[src/rtl/vector_pkg.sv]
// Shared definitions for the 57-bit packed signed vector format (x|y|z, Q11.8).
// Latency: n/a (package). Backpressure: n/a.
// Used by the vector multiply/divide blocks and their benches.
package vector_pkg;

    localparam int COMP_W = 19;
    localparam int FRAC_W = 8;
    localparam int VEC_W  = 3 * COMP_W;

    localparam int X_LSB = 38;
    localparam int Y_LSB = 19;
    localparam int Z_LSB = 0;

    typedef enum logic [2:0] {
        IDLE  = 3'd0,
        MUL_X = 3'd1,
        MUL_Y = 3'd2,
        MUL_Z = 3'd3,
        DONE  = 3'd4
    } state_e;

endpackage

[src/rtl/signed_fixed_mul_sat.sv]
// Signed fixed-point multiply, floor-rescale by FRAC_W, saturate to COMP_W bits.
// Latency: combinational. Backpressure: none (pure function of a_i/b_i).
// ovf_o flags any result that had to be clamped.
module signed_fixed_mul_sat #(
    parameter int COMP_W = 19,
    parameter int FRAC_W = 8
) (
    input  logic [COMP_W-1:0] a_i,
    input  logic [COMP_W-1:0] b_i,
    output logic [COMP_W-1:0] res_o,
    output logic              ovf_o
);

    localparam int PW = 2 * COMP_W;

    logic [PW-1:0]        prod;
    logic signed [PW-1:0] shifted;
    logic [PW-COMP_W:0]   head;

    always_comb begin
        // Sign-extending both operands makes the low PW bits of an unsigned
        // multiply equal to the signed product.
        prod    = {{COMP_W{a_i[COMP_W-1]}}, a_i} * {{COMP_W{b_i[COMP_W-1]}}, b_i};
        shifted = $signed(prod) >>> FRAC_W;
        head    = shifted[PW-1:COMP_W-1];
        ovf_o   = !((&head) || !(|head));
        res_o   = shifted[COMP_W-1:0];
        if (ovf_o) begin
            res_o = shifted[PW-1] ? {1'b1, {(COMP_W-1){1'b0}}}
                                  : {1'b0, {(COMP_W-1){1'b1}}};
        end
    end

endmodule

[src/rtl/signed_vector_multiplication.sv]
// Component-wise saturating signed vector multiply, one shared multiplier over x, y, z.
// Latency: accept edge T, out_valid high after edge T+3; no overlap between operations.
// Backpressure: result held in DONE until out_ready; in_ready low outside IDLE.
module signed_vector_multiplication #(
    parameter int COMP_W = 19,
    parameter int FRAC_W = 8
) (
    input  logic                  clk,
    input  logic                  rst_n,
    input  logic                  in_valid,
    output logic                  in_ready,
    input  logic [3*COMP_W-1:0]   in_vector_1,
    input  logic [3*COMP_W-1:0]   in_vector_2,
    output logic                  out_valid,
    input  logic                  out_ready,
    output logic [3*COMP_W-1:0]   out_vector,
    output logic [2:0]            out_overflow
);

    import vector_pkg::*;

    localparam int VW = 3 * COMP_W;
    localparam int XO = 2 * COMP_W;
    localparam int YO = COMP_W;
    localparam int ZO = 0;

    state_e          state_q, state_d;
    logic [VW-1:0]   op1_q, op1_d;
    logic [VW-1:0]   op2_q, op2_d;
    logic [VW-1:0]   res_q, res_d;
    logic [2:0]      ovf_q, ovf_d;

    logic [COMP_W-1:0] mul_a, mul_b, mul_r;
    logic              mul_ovf;

    assign in_ready     = (state_q == IDLE);
    assign out_valid    = (state_q == DONE);
    assign out_vector   = res_q;
    assign out_overflow = ovf_q;

    always_comb begin
        mul_a = op1_q[ZO +: COMP_W];
        mul_b = op2_q[ZO +: COMP_W];
        case (state_q)
            MUL_X: begin
                mul_a = op1_q[XO +: COMP_W];
                mul_b = op2_q[XO +: COMP_W];
            end
            MUL_Y: begin
                mul_a = op1_q[YO +: COMP_W];
                mul_b = op2_q[YO +: COMP_W];
            end
            default: ;
        endcase
    end

    signed_fixed_mul_sat #(
        .COMP_W (COMP_W),
        .FRAC_W (FRAC_W)
    ) u_mul (
        .a_i   (mul_a),
        .b_i   (mul_b),
        .res_o (mul_r),
        .ovf_o (mul_ovf)
    );

    always_comb begin
        state_d = state_q;
        op1_d   = op1_q;
        op2_d   = op2_q;
        res_d   = res_q;
        ovf_d   = ovf_q;
        case (state_q)
            IDLE: begin
                if (in_valid) begin
                    op1_d   = in_vector_1;
                    op2_d   = in_vector_2;
                    ovf_d   = 3'b000;
                    state_d = MUL_X;
                end
            end
            MUL_X: begin
                res_d[XO +: COMP_W] = mul_r;
                ovf_d[2]            = mul_ovf;
                state_d             = MUL_Y;
            end
            MUL_Y: begin
                res_d[YO +: COMP_W] = mul_r;
                ovf_d[1]            = mul_ovf;
                state_d             = MUL_Z;
            end
            MUL_Z: begin
                res_d[ZO +: COMP_W] = mul_r;
                ovf_d[0]            = mul_ovf;
                state_d             = DONE;
            end
            DONE: begin
                if (out_ready) begin
                    state_d = IDLE;
                end
            end
            default: state_d = IDLE;
        endcase
    end

    always_ff @(posedge clk or negedge rst_n) begin
        if (!rst_n) begin
            state_q <= IDLE;
            op1_q   <= '0;
            op2_q   <= '0;
            res_q   <= '0;
            ovf_q   <= '0;
        end else begin
            state_q <= state_d;
            op1_q   <= op1_d;
            op2_q   <= op2_d;
            res_q   <= res_d;
            ovf_q   <= ovf_d;
        end
    end

endmodule

[config.mk]
export PLATFORM = sky130hd
export DESIGN_NAME = signed_vector_multiplication
export DESIGN_NICKNAME = d
export VERILOG_FILES = /design/src/rtl/vector_pkg.sv /design/src/rtl/signed_fixed_mul_sat.sv /design/src/rtl/signed_vector_multiplication.sv
export SDC_FILE = /design/constraint.sdc
export NUM_CORES = 1
export LEC_CHECK = 0
export CORE_MARGIN = 2
export CORE_UTILIZATION = 43
export CTS_CLUSTER_SIZE = 16
export DETAILED_ROUTE_END_ITERATION = 10
export PLACE_DENSITY_LB_ADDON = 0.2
export SLEW_MARGIN = 10
export SYNTH_ARGS = -nofsm -noshare
export SYNTH_HDL_FRONTEND = slang
export SYNTH_SLANG_ARGS = --single-unit
export TNS_END_PERCENT = 100
[constraint.sdc]
create_clock -name clk -period 9.75 [get_ports clk]
set_input_delay 1.4625 -clock clk [delete_from_list [all_inputs] [get_ports clk]]
set_output_delay 1.4625 -clock clk [all_outputs]
set_load 0.05 [all_outputs]
==> impl_metrics.py <==
metrics = {
    "drt": {
        "drc": 0,
        "ant_nets": 0,
        "dr.first_iter.drc_count": 1627,
        "vias_per_cell": 5.48,
        "vias": 18200,
        "drt-pass1-iter-count": 6,
        "wirelength_mm": 69.7,
        "wl_per_cell_um": 20.9,
    },
    "setup_path": {
        "slowest_stage": "fa_2",
        "r2r_slack_ns": 0.49,
        "critPathRequiredTime_ns": 10.04,
        "cpMostUsedCell": "fa_1",
        "worst-setup-path-type": "register to register",
        "reg2regPathDepth": 28,
        "arrival_ns": 9.55,
        "critPathTopFamily": "adder cells",
        "crit_fanout": 63,
        "crit_buf_inv": 6,
        "crit_path_end_kind": "register",
        "rr_endpoint": "out_vector[38]",
        "start_kind": "register",
        "max_stage_delay_ns": 0.79,
        "r2r-start": "state_q[0]",
    },
    "synthesis": {
        "yosys_warnings": 0,
        "synthArstFlopShare_pct": 100,
        "synth_area_leader_cell": "fa_1",
        "netlist_top_cells_area": "fa_1, dfrtp_1, nand2_1, inv_1, ha_1",
        "synth_seq_cells": 177,
        "syn_area_um2": 21700,
        "yosysUniqueCellTypes": 63,
        "syn_inst": 2471,
        "synth.avg_cell_area_um2": 8.78,
        "syn_nets": 3065,
        "yosys.area.top_type_share_pct": 34.0,
        "synth_edf_count": 0,
        "ys.flop_type": "dfrtp_1",
        "ys_seq_area_share_pct": 20.4,
    },
    "die": {
        "coreArea_um2": 50000,
        "io-pin-count": 180,
        "num_rows": 82,
        "die_x_um": 229,
        "start_util_pct": 43.4,
        "die_area_um2": 52300,
        "dieHeight_um": 229,
    },
    "global_routing": {
        "grt_pass1_vias": 18900,
        "grt_pass1_wl_mm": 109,
        "globalRoute.totalOverflow": 0,
        "grt_max_degree": 103,
        "antenna_found_initial": 1,
        "grtUsageTotal_pct": 27.1,
    },
    "worst_hold_path": {
        "hold_depth": 2,
        "holdPathEnd": "op1_q[14]",
        "holdCritPathClass": "register to register",
        "min_from": "op1_q[14]",
    },
    "timing": {
        "fmax_mhz": 108,
        "fin_crit_ns": 9.26,
        "slew-limit-headroom_pct": 33.3,
        "skew_ns": 0.0160,
        "whs_ns": 0.471,
        "finalCritPeriodShare_pct": 95.0,
        "slew_violations": 0,
        "rsz0062_at_grt": "false",
        "setup_viol": 0,
        "tightest_slew_ns": 1.00,
        "setup_tns_ns": 0,
        "hold_viol_final": 0,
    },
    "placement": {
        "gp_congestion": 0.958,
        "io_buffers": 179,
        "dp_hpwl_mm": 56.5,
        "dp_cells": 3292,
    },
    "clock_network": {
        "cts_buffers": 17,
        "ctsHoldBuffers": 0,
        "htreeDepth": 4,
        "clock-sinks": 177,
        "root_buffer": "clkbuf_16",
        "clock_latency_ns": 0.46,
        "cts_tree": "yes",
        "clock_path_buffers": 2,
        "path_clk_slew_ns": 0.08,
    },
    "layout": {
        "fillers": 4726,
        "final_cell_mix": "nand2_1, inv_1, fa_1",
        "syn_to_final_growth_pct": 16.8,
        "fin_cells": 3327,
        "antenna_cells": 0,
        "drive_gt1_share_pct": 6.44,
        "final_common_cell": "nand2_1",
        "nets": 3237,
    },
    "status": {
        "status": "finished, final reports clean",
    },
    "run": {
        "maxCapViolations": 0,
    },
}
[per-layer routing]
| layer | global-route usage [%] | vias to the layer above | share of wire (%) |
|---|---|---|---|
| met2 | 45.2 | 683 | 48 |
| met5 | 0 | - | 0 |
| met4 | 8.76 | 0 | 3.0 |
| met1 | 36.6 | 9300 | 42 |
| li1 | - | 8131 | - |
| met3 | 3.58 | 103 | 6.7 |
[worst max-delay path by stage]
stage                    start         endpoint  cells past startpoint
global placement    state_q[0]  out_overflow[0]                     28
finish              state_q[0]   out_vector[38]                     28
CTS                 state_q[0]  out_overflow[2]                     28
global route        state_q[0]   out_vector[55]                     28
floorplan           state_q[1]   out_vector[11]                     29
detailed placement  state_q[0]   out_vector[55]                     28
[stage by stage]
step	setup WS (ns)	area [um2]	util, %
floorplan	0.541	21700	-
global placement	0.322	24600	49.3
detailed placement	0.148	24600	49.3
CTS	0.0966	25300	50.6
global route	0.0173	25300	50.7
finish	0.490	25300	50.7
[layout make-up]
type	count	area, um2	share of cell area, %
clock buffers	17	425	1.68
clock inverters	14	219	0.865
inverters	386	1450	5.72
multi-input cells	1781	15400	60.8
flip-flops and latches	177	4430	17.5
well taps	672	841	3.32
repair buffers	280	2580	10.2
[registers in the layout (all words and copies together), names as in the netlist]
| signal | flops |
|---|---|
| out_overflow | 3 |
| out_vector | 57 |
| op1_q | 57 |
| op2_q | 57 |
| state_q | 3 |
[cell families after synthesis]
group,share of synthesized area [%]
AO/OA/AOI/OAI,10.6
XOR/XNOR,1.53
adder cells (fa/ha/maj),40.2
buffers and inverters,9.07
flip-flops,20.4
multiplexers,0.0462
AND/OR/NAND/NOR,18.1
[worst reg2reg max path: cells and delay by family, from the launching register on]
family          cells  cell delay [ns]
compound gates     10             2.36
fa+ha+maj           8             3.95
buf+inv             6             0.96
flops               1             0.66
simple gates        4             1.15
[synthesized netlist by cell type (31+ instances only)]
| cell type | number |
|---|---|
| and3_1 | 38 |
| a221oi_1 | 31 |
| clkbuf_1 | 111 |
| nand2_1 | 586 |
| nor2_1 | 214 |
| a22oi_1 | 36 |
| o21ai_0 | 35 |
| inv_1 | 386 |
| ha_1 | 108 |
| dfrtp_1 | 177 |
| a21oi_1 | 72 |
| a221o_1 | 31 |
| fa_1 | 368 |
[timing repair]
item / CTS / global route
endpoints found under the setup margin: 0 / 57
gates resized for setup: 0 / 12
hold endpoints to repair: 0 / 0
setup buffers: 0 / 3
Power is left out: the tool's default activity adds up to more than one toggle a clock period on the data nets, which glitch-free logic cannot reach.
==> RTL change 1: new RTL, same settings <==
Put one more register stage on the output `out_overflow`, without a reset. The value now appears one clock later. The other outputs are not delayed to match.
--- a/src/rtl/signed_vector_multiplication.sv
+++ b/src/rtl/signed_vector_multiplication.sv
@@ -38,3 +38,5 @@
     assign out_vector   = res_q;
-    assign out_overflow = ovf_q;
+    always_ff @(posedge clk) begin
+        out_overflow <= ovf_q;
+    end
 
Function: changed (Yosys sat finds a counterexample within 4 cycles, from zero or initial values and one cycle with rst_n low).
==> RTL change 1 against the original RTL <==
Setup slack worse by 0.052 ns; cell area is 1.1% lower; area after synthesis is 1.0% lower; via count is 8.5% lower; wire length is 2.7% lower; clock skew hardly changed; maximum frequency is 0.56% lower; sequential cell count is 3 higher.
Power is not shown: default switching activity piles up to over one toggle a cycle in this logic, so the estimate is an artifact.
==> RTL change 1: results (changes against the original RTL) <==
Status
Outcome: complete, no violations (unchanged).

GRT
The global-route met1 utilization is 38.47% (was 36.61%). The via count of the first global-routing pass came to 18.22k (was 18.94k). The global routing usage on met2 is 45.56% (was 45.18%). The met3 routing resource usage after global routing is 3.820% (was 3.580%). The number of antenna violations at the first check in global routing was 0 (was 1). The global-route wire length before repair is 107400 µm (was 108900 µm).

Yosys
The number of distinct standard cells referenced by the synthesized netlist is 67 (was 63). List of most frequent post-synthesis cells: 379 x inv_1, 368 x fa_1, 235 x nor2_1 (was 586 x nand2_1, 386 x inv_1, 368 x fa_1). The number of flip-flops and latches in the synthesized netlist came to 180 (was 177). The average cell area after synthesis is 9.904 µm² (was 8.777 µm²). The compound-gate portion of the synthesized area came to 10.56% (was 10.65%). The adder-cell share of the synthesized area is 40.62% (was 40.20%).

The synthesized net count is 2761 (was 3065). The parity-gate share of the synthesized area counting xor and xnor cells is 1.469% (was 1.535%). Main area contributors after synthesis: fa_1 34%, dfrtp_1 21%, inv_1 6.6%, ha_1 6.3%, mux2_2 5.9% (was fa_1 34%, dfrtp_1 20%, nand2_1 10%, inv_1 6.7%, ha_1 6.2%). The share of async-settable or async-resettable flops after synthesis is 98.33% (was 100.0%).

Placement
The setup slack after placement is 0.1823 ns (was 0.1483 ns). The half-perimeter wire length of the detailed placement result is 55050 µm (was 56520 µm). The placed instance count is 2996 (was 3292). The weighted congestion reported at the end of routability-driven placement is 0.9427 (was 0.9584). The placed cell area is 0.02438 mm² (was 0.02461 mm²).

Setup path
The arrival time reported for the critical path endpoint is 9.61 ns (was 9.55 ns). The stage delay of the slowest cell on the critical path is 0.60 ns (was 0.79 ns). The critical-path maximum fanout is 24 (was 63). The critical path's slowest cell is a221oi_1 (was fa_2).

Drt
The detailed route wirelength on metal2 is 32140 µm (was 33620 µm). The via count of the routed design was 16.66k (was 18.22k). The average wire per cell in the routed design is 22.37 µm (was 20.94 µm). The number of iterations in the first detailed-routing pass was 5 (was 6).

Finish
The final net count is 2948 (was 3237). The proportion of cell area spent on the clock network is 2.388% (was 2.544%). The count of multi-input gates is 1504 (was 1781). The final cell area excluding filler cells is 0.02504 mm² (was 0.02532 mm²). The area occupied by multi-input gates is 0.01519 mm² (was 0.01538 mm²). The total of fill cells in the finished design is 4572 (was 4726).

The number of ordinary inverters in the final layout is 379 (was 386). The fraction of final layout cells sized beyond drive strength 1 is 11.74% (was 6.441%).

STA
The transition at the pin with the smallest max-transition slack was 0.9896 ns (was 1.001 ns). The setup clock skew after layout came to 0.01639 ns (was 0.01598 ns).

Floorplan
The cell row count is 81 (was 82).
## RTL change 1: cell types whose count changed after synthesis, sizes merged, moves of 10 or more
cell | unedited run | this run
mux2 | 0 | 113
nor2 | 214 | 236
clkbuf | 111 | 84
and2 | 10 | 27
o221ai | 18 | 3
nand2 | 586 | 198
o22a | 0 | 30
o31ai | 13 | 1
o211a | 2 | 12
a21oi | 72 | 58
a22oi | 36 | 5
a211oi | 7 | 18
## RTL change 1: final timing paths
check / startpoint / slack [ns] / to / cells after the start
max in group asynchronous: rst_n / 7.09 / op1_q[11] / 2
min in group asynchronous: rst_n / 1.11 / op2_q[0] / 1
hold reg to reg: ovf_q[1] / 0.39 / out_overflow[1] / 0
hold / removal: ovf_q[1] / 0.39 / out_overflow[1] / 0
setup / recovery: state_q[2] / 0.44 / out_vector[34] / 29
setup reg to reg: state_q[2] / 0.44 / out_vector[34] / 29
==> RTL change 2: new RTL, same settings <==
Made on the original files. Take the reset off `res_q` and load it in a clocked block of its own.
--- a/src/rtl/signed_vector_multiplication.sv
+++ b/src/rtl/signed_vector_multiplication.sv
@@ -110,3 +110,2 @@
             op2_q   <= '0;
-            res_q   <= '0;
             ovf_q   <= '0;
@@ -116,3 +115,2 @@
             op2_q   <= op2_d;
-            res_q   <= res_d;
             ovf_q   <= ovf_d;
@@ -121,2 +119,6 @@
 
+    always_ff @(posedge clk) begin
+        res_q <= res_d;
+    end
+
 endmodule
Formal check against the unedited RTL: not equivalent (a bounded check fails within 4 cycles, from zero or initial values and one cycle with rst_n low; the reset may be asserted at any time).
==> RTL change 2 against the original RTL <==
Area after synthesis fell by 2.9%; maximum frequency down 1.2%; cell area shrank 2.6%; critical endpoint is now out_vector[30]; wire length decreased by 8.5%; cell count decreased by 6.0%; sequential cell count did not move; via count shrank 9.2%; largest cell class unchanged; setup slack lost 0.12 ns; critical path type unchanged.
Power is not shown: default switching activity piles up to over one toggle a cycle in this logic, so the estimate is an artifact.
==> RTL change 2: results (changes against the original RTL) <==
Setup path
The critical-path maximum fanout came to 22 (was 63). The capturing element of the worst setup path is out_vector[30] (was out_vector[38]). The critical path's slowest cell is or4_1 (was fa_2).

The depth of the worst register-to-register path is 31 (was 28). The stage delay of the slowest cell on the critical path is 0.63 ns (was 0.79 ns). The arrival time reported for the critical path endpoint is 9.66 ns (was 9.55 ns).

The register-to-register setup slack is 0.37 ns (was 0.49 ns). The start point of the critical path is state_q[2] (was state_q[0]).

Drt
The via count of the routed design is 16.55k (was 18.22k). The number of DRC markers in iteration 0 is 1190 (was 1627). The number of iterations in the first detailed-routing pass is 5 (was 6). The overall routed net length is 63720 µm (was 69660 µm).

Yosys
The synthesized net count came to 2902 (was 3065). The portion of the post-synthesis area used by sequential elements is 22.40% (was 20.42%). The number of distinct standard cells referenced by the synthesized netlist is 73 (was 63).

The parity-gate share of the synthesized area counting xor and xnor cells is 1.581% (was 1.535%). The adder-cell share of the synthesized area is 41.42% (was 40.20%). Main area contributors after synthesis: fa_1 35%, dfrtp_1 14%, nand2_1 9.5%, edfxtp_1 8.1%, inv_1 6.8% (was fa_1 34%, dfrtp_1 20%, nand2_1 10%, inv_1 6.7%, ha_1 6.2%). The average cell area after synthesis is 9.120 µm² (was 8.777 µm²). The number of synthesized flops with an enable pin is 57 (was 0). The compound-gate portion of the synthesized area was 7.733% (was 10.65%). The share of async-settable or async-resettable flops after synthesis is 67.80% (was 100.0%).

List of most frequent post-synthesis cells: 534 x nand2_1, 382 x inv_1, 368 x fa_1 (was 586 x nand2_1, 386 x inv_1, 368 x fa_1).

Placement
The weighted congestion reported at the end of routability-driven placement is 0.9302 (was 0.9584). The half-perimeter wire length of the detailed placement result is 53630 µm (was 56520 µm).

STA
The transition at the pin with the smallest max-transition slack was 1.133 ns (was 1.001 ns).

GRT
The largest net degree at the start of global routing is 108 (was 103). The via count of the first global-routing pass came to 17.76k (was 18.94k). The global-route wire length before repair is 100200 µm (was 108900 µm). The total track usage came to 26.27% (was 27.07%).

Status
Outcome: complete, no violations (unchanged).

Finish
The final cell count without fillers is 3126 (was 3327). The total of fill cells in the finished design is 4539 (was 4726). The fraction of final layout cells sized beyond drive strength 1 is 6.909% (was 6.441%).

Clocking
The CTS buffer count is 17 (unchanged).
-- RTL change 2: how the worst min path moves through the flow --
stage                     startpoint         to  slack [ns]
after floorplan            op1_q[10]  op1_q[10]        0.44
after global placement      op2_q[5]   op2_q[5]        0.45
after detailed placement   op1_q[15]  op1_q[15]        0.46
after CTS                  op1_q[15]  op1_q[15]        0.48
after global routing       op2_q[45]  op2_q[45]        0.50
final                      op1_q[12]  op1_q[12]        0.47
-- RTL change 2: timing repair --
action	in CTS	in global routing
hold buffers	0	0
buffers inserted	0	5
gates resized for setup	8	22
pin swaps	0	0
endpoints found under the setup margin	51	54
-- RTL change 2: worst reg2reg max path, delay by kind of cell (launching register included) --
kind                       cells  cell delay (ns)
AOI/OAI and AO/OA              6             1.42
adders and majority gates      8             3.72
and+or+nand+nor                9             2.43
buffers and inverters          8             1.17
DFF                            1             0.45
-- RTL change 2: final cells by class --
| class | count | share of cell area, % |
|---|---|---|
| multi-input cells | 1639 | 59.13 |
| flip-flops and latches | 177 | 19.11 |
| repair buffers | 273 | 10.23 |
| inverters | 383 | 5.826 |
| well taps | 622 | 3.154 |
| clock buffers | 19 | 1.881 |
| clock inverters | 13 | 0.6693 |
-- RTL change 2: stage by stage --
stage / worst slack, ns / setup TNS [ns] / utilization (%) / instance area, µm²
after global placement: 0.07860 / 0 / 49.12 / 23900
after global routing: 0.04288 / 0 / 50.73 / 24680
final: 0.3746 / 0 / 50.73 / 24680
after detailed placement: -0.1633 / -1.800 / 49.12 / 23900
after CTS: 0.04570 / 0 / 50.50 / 24570
after floorplan: 0.7803 / 0 / - / 21050
-- RTL change 2: kinds of logic after synthesis --
kind of cell | Yosys count
fa+ha+maj | 476
flops | 177
compound gates | 223
buf+inv | 492
mux | 3
simple gates | 899
xor+xnor | 38
-- RTL change 2: layer usage --
layer  share of wire [%]  wire length (µm)  global-route usage [%]
met1                  43             27430                   34.61
met2                  47             29740                   43.64
met5                   0                 0                       0
met4                 3.7              2341                   9.827
met3                 6.6              4213                   4.472
